<file path="config.mk">
export PLATFORM = sky130hd
export DESIGN_NAME = subbyte_sched
export DESIGN_NICKNAME = d
export VERILOG_FILES = /design/src/rtl/subbyte_sched.sv
export SDC_FILE = /design/constraint.sdc
export NUM_CORES = 1
export LEC_CHECK = 0
export CAP_MARGIN = 20
export CELL_PAD_IN_SITES_DETAIL_PLACEMENT = 0
export CELL_PAD_IN_SITES_GLOBAL_PLACEMENT = 1
export CORE_ASPECT_RATIO = 1.25
export CORE_MARGIN = 2
export CORE_UTILIZATION = 40
export CTS_CLUSTER_SIZE = 12
export DETAILED_ROUTE_END_ITERATION = 7
export DONT_BUFFER_PORTS = 1
export PLACE_DENSITY = 0.76
export SLEW_MARGIN = 20
export SYNTH_ARGS = -nofsm -noshare
export SYNTH_HDL_FRONTEND = slang
export SYNTH_SLANG_ARGS = --single-unit
</file>
<file path="constraint.sdc">
create_clock -name clk -period 12.6 [get_ports clk]
set_input_delay 1.26 -clock clk [delete_from_list [all_inputs] [get_ports clk]]
set_output_delay 1.26 -clock clk [all_outputs]
set_load 0.05 [all_outputs]
</file>
<file path="src/rtl/subbyte_sched.sv">
`default_nettype none
// ============================================================================
//  Module      : subbyte_sched
//  Description : Shares one narrow S-box bank between the round datapath
//                (128-bit SubBytes, sequenced in beats) and key expansion
//                (32-bit SubWord) with round-robin arbitration and
//                valid/ready result buffering.
//  Revision    : 1.0  initial release
// ============================================================================
module subbyte_sched #(
   parameter int LANES = 4            // 4, 8 or 16 sbox instances in the bank
) (
   input  logic                 clk,
   input  logic                 rst,
   input  logic                 state_valid_in,
   output logic                 state_ready_out,
   input  logic [127:0]         state_data_in,
   output logic                 state_valid_out,
   input  logic                 state_ready_in,
   output logic [127:0]         state_data_out,
   input  logic                 key_valid_in,
   output logic                 key_ready_out,
   input  logic [31:0]          key_word_in,
   output logic                 key_valid_out,
   output logic [31:0]          key_word_out,
   output logic [8*LANES-1:0]   sbox_lane_out,
   input  logic [8*LANES-1:0]   sbox_lane_in,
   output logic                 busy
);

   localparam int NBEAT = 16 / LANES;
   localparam int LW    = 8 * LANES;
   localparam int BW    = (NBEAT > 1) ? $clog2(NBEAT) : 1;
   localparam logic [BW-1:0] C_LAST_BEAT = BW'(NBEAT - 1);

   typedef enum logic [1:0] {
      IDLE   = 2'd0,
      S_RUN  = 2'd1,
      S_HOLD = 2'd2,
      K_RUN  = 2'd3
   } state_t;

   state_t          r_state;
   state_t          w_next;
   logic            r_last_key;      // 1: last grant went to key expansion
   logic [BW-1:0]   r_beat;
   logic [127:0]    r_buf;
   logic [127:0]    r_res;
   logic [31:0]     r_word;
   logic [31:0]     r_key_out;
   logic            r_key_vld;
   logic            r_st_vld;
   logic            w_st_rdy;
   logic            w_key_rdy;
   logic [LW-1:0]   w_lane_out;

   // Arbitration, next-state decode and bank-lane drive.
   always_comb begin
      w_next     = r_state;
      w_st_rdy   = 1'b0;
      w_key_rdy  = 1'b0;
      w_lane_out = '0;
      case (r_state)
         IDLE: begin
            // On a tie the requester that did not win last time is granted.
            w_st_rdy  = state_valid_in & (~key_valid_in | r_last_key);
            w_key_rdy = key_valid_in & (~state_valid_in | ~r_last_key);
            if (w_st_rdy) begin
               w_next = S_RUN;
            end else if (w_key_rdy) begin
               w_next = K_RUN;
            end
         end
         S_RUN: begin
            w_lane_out = r_buf[r_beat*LW +: LW];
            if (r_beat == C_LAST_BEAT) begin
               w_next = S_HOLD;
            end
         end
         S_HOLD: begin
            if (state_ready_in) begin
               w_next = IDLE;
            end
         end
         K_RUN: begin
            // Upper lanes stay at zero so they do not toggle for a key word.
            w_lane_out[31:0] = r_word;
            w_next           = IDLE;
         end
         default: w_next = IDLE;
      endcase
   end

   // FSM state register.
   always_ff @(posedge clk or posedge rst) begin
      if (rst) begin
         r_state <= IDLE;
      end else begin
         r_state <= w_next;
      end
   end

   // Input capture, beat sequencing and result buffering.
   always_ff @(posedge clk or posedge rst) begin
      if (rst) begin
         r_last_key <= 1'b1;
         r_beat     <= '0;
         r_buf      <= '0;
         r_res      <= '0;
         r_word     <= '0;
         r_key_out  <= '0;
         r_key_vld  <= 1'b0;
         r_st_vld   <= 1'b0;
      end else begin
         r_key_vld <= 1'b0;
         case (r_state)
            IDLE: begin
               if (w_st_rdy) begin
                  r_buf      <= state_data_in;
                  r_beat     <= '0;
                  r_last_key <= 1'b0;
               end else if (w_key_rdy) begin
                  r_word     <= key_word_in;
                  r_last_key <= 1'b1;
               end
            end
            S_RUN: begin
               r_res[r_beat*LW +: LW] <= sbox_lane_in;
               if (r_beat == C_LAST_BEAT) begin
                  r_beat   <= '0;
                  r_st_vld <= 1'b1;
               end else begin
                  r_beat <= r_beat + 1'b1;
               end
            end
            S_HOLD: begin
               if (state_ready_in) begin
                  r_st_vld <= 1'b0;
               end
            end
            K_RUN: begin
               r_key_out <= sbox_lane_in[31:0];
               r_key_vld <= 1'b1;
            end
            default: ;
         endcase
      end
   end

   assign state_ready_out = w_st_rdy;
   assign key_ready_out   = w_key_rdy;
   assign state_valid_out = r_st_vld;
   assign state_data_out  = r_res;
   assign key_valid_out   = r_key_vld;
   assign key_word_out    = r_key_out;
   assign sbox_lane_out   = w_lane_out;
   assign busy            = (r_state != IDLE);

endmodule
`default_nettype wire

</file>
==> flow_summary.yaml <==
clock_network:
  postCtsSetupBuffers: 0
  h-tree-depth: 2
  cts_hold_buf: 0
  cts_resized: 0
  clockBufferDepth: 3
  cts_tree: "done"
  cts_buffers: 35
  cts.sinks: 327
  clock_latency_ns: 0.51
  cts.clk_slew.worst_paths_ns: 0.06
  cts_root_buf: "clkbuf_16"
outcome:
  status: "finished, final reports clean"
timing:
  max-slew-margin-rel_pct: 20.3
  setup_slack_ns: 8.22
  min_period_over_period_pct: 34.7
  max_clock_freq_mhz: 228
  fin_skew_ns: 0.0152
  hold_viol: 0
  min_period_ns: 4.38
  setup_viol: 0
  rsz0062_at_grt: "no"
  maxSlewViolCount: 0
  tightestPinTransition_ns: 1.22
  timing.setup.tns_ns: 0
placed_design:
  gp_congestion: 0.770
  portBuffers: 0
  place_area_um2: 13900
  pre_cts_slack_ns: 8.47
  dp_hpwl_um: 23300
logic_synthesis:
  synth.top_cell.area_share_pct: 60.2
  ys_types: 34
  yosysWarnings: 0
  postSynthNetCount: 1162
  syn_area_um2: 13600
  yosysSeqAreaShare_pct: 60.4
  synth-async-reset-ratio_pct: 100
  synth_edf_count: 0
  netlist_top_cells_count: "dfrtp_1 (326), nand2_1 (140), a22o_1 (126), mux2_2 (84), mux2_4 (76)"
  synth_area_leaders: "dfrtp_1 (60%), mux2_4 (8.4%), a22o_1 (8.1%)"
  synthMostInstantiatedCell: "dfrtp_1"
  avgSynthCellArea_um2: 14.1
  synth_flop_cell: "dfrtp_1"
  yosysTopAreaCell: "dfrtp_1"
  ys_ff_latch: 327
  synth_cells: 959
detailed_routing:
  wl_um: 34700
  wl_per_cell_um: 24.9
  ant_nets: 0
  vias_per_cell: 5.79
  drc_errors: 0
  dr_total_vias: 8074
  first_pass_iters: 4
  first_iter_violations: 489
die:
  core_area_um2: 33500
  die_height_um: 210
  pin_count: 394
  dieArea_um2: 35400
  initial_core_util_pct: 40.5
  num_rows: 75
  dieWidth_um: 169
setup_path:
  crit_buf_inv: 1
  cp-startpoint: "r_beat[1]$_DFFE_PP0P_"
  slowest_delay_ns: 0.94
  critPathCaptureType: "primary output"
  start_kind: "register"
  worst-path-max-fanout: 54
  worst_ep_arrival_time_ns: 3.12
  path_cells: "buf_4 > mux2i_1 > o221ai_1"
  cp_data_required_time_ns: 11.34
  criticalPathCategory: "register to primary output"
  crit_family: "compound AO/OA/AOI/OAI gates"
  crit_path_top_delay_cell: "o221ai_1"
  r2r_start: "r_state[0]$_DFFE_PP0P_"
layout:
  fin_nets: 1156
  final_area_um2: 15000
  drive_gt1_share_pct: 26.0
  area_growth_pct: 11.0
hold_path:
  holdCritStartpoint: "r_buf[125]$_DFFE_PP0P_"
  holdCritPathClass: "register to register"
global_routing:
  grt.total_usage_pct: 19.3
  antenna_found_initial: 4
  grt_start_max_net_pins: 137
  grt_pass1_wl_um: 52900
  grt-ovfl-total: 0
  grt_pass1_vias: 8460
run:
  drv_cap: 0
-- cells by family (layout without fill, tap and decap cells) --
logic type,after synthesis,count (layout),share of synthesized area (%)
DFF,327,327,60.4
muxes,224,224,20.1
AOI/OAI and AO/OA,166,166,10.6
and+or+nand+nor,163,163,5.20
buffers and inverters,73,83,3.13
adders and majority gates,6,6,0.554
other,0,2,0
-- final timing paths --
check	to	slack, ns	depth (start not counted)
max	sbox_lane_out[5]	8.22	3
min	r_buf[125]$_DFFE_PP0P_	0.50	1
max in group asynchronous	r_word[1]$_DFFE_PP0P_	9.70	3
min reg2reg	r_buf[125]$_DFFE_PP0P_	0.50	1
max reg2reg	r_buf[85]$_DFFE_PP0P_	9.01	5
min in group asynchronous	r_buf[53]$_DFFE_PP0P_	0.81	1
-- worst reg2reg max path, cell delays in order (launching register included) --
cell	delay, ns
dfrtp_1	0.50
nor2_2	0.22
and3_4	0.61
buf_4	0.76
buf_4	0.89
mux2_2	0.49
-- through the flow --
| stage | utilization, % | hold slack, ns | std cells |
|---|---|---|---|
| floorplan | - | 0.480 | 959 |
| global placement | 41.5 | 0.489 | 1338 |
| detailed placement | 41.5 | 0.494 | 1339 |
| CTS | 44.8 | 0.508 | 1392 |
| global route | 44.9 | 0.521 | 1392 |
| finish | 44.9 | 0.503 | 1394 |
-- cells in the final DEF (no fill, tap or decap), drive strengths merged, types with 4 or more instances in the layout --
master and n:
clkbuf 51, nor4 6, nand2b 5, buf 25
mux2i 64, nor2 4, o221ai 32, a22o 126
mux2 160, nand2 140, dfrtp 326, inv 5
ha 6
-- layer usage --
layer | vias up | track usage, % | share of wire [%]
li1 | 3462 | - | -
met1 | 4176 | 21.9 | 37
met2 | 364 | 33.2 | 50
met3 | 64 | 8.67 | 11
met4 | 8 | 4.99 | 2.3
met5 | - | 0 | 0.16
-- cell type report --
class                      count  area, um^2
fill                        2991       18500
clock buffer                  51        1070
antenna                        2        5.00
sequential                   327        8190
clock inverter                 2        15.0
inverter                       5        26.3
tap                          423         529
timing repair buffer          25         188
multi-input combinational    559        5020
-- registers in the layout, indices dropped and copies added, names as in the netlist, 2 cells and up --
signal / count
key_word_out: 32
r_beat: 2
r_buf: 128
r_state: 2
r_word: 32
state_data_out: 128
Power is not shown: default switching activity piles up to over one toggle a cycle in this logic, so the estimate is an artifact.
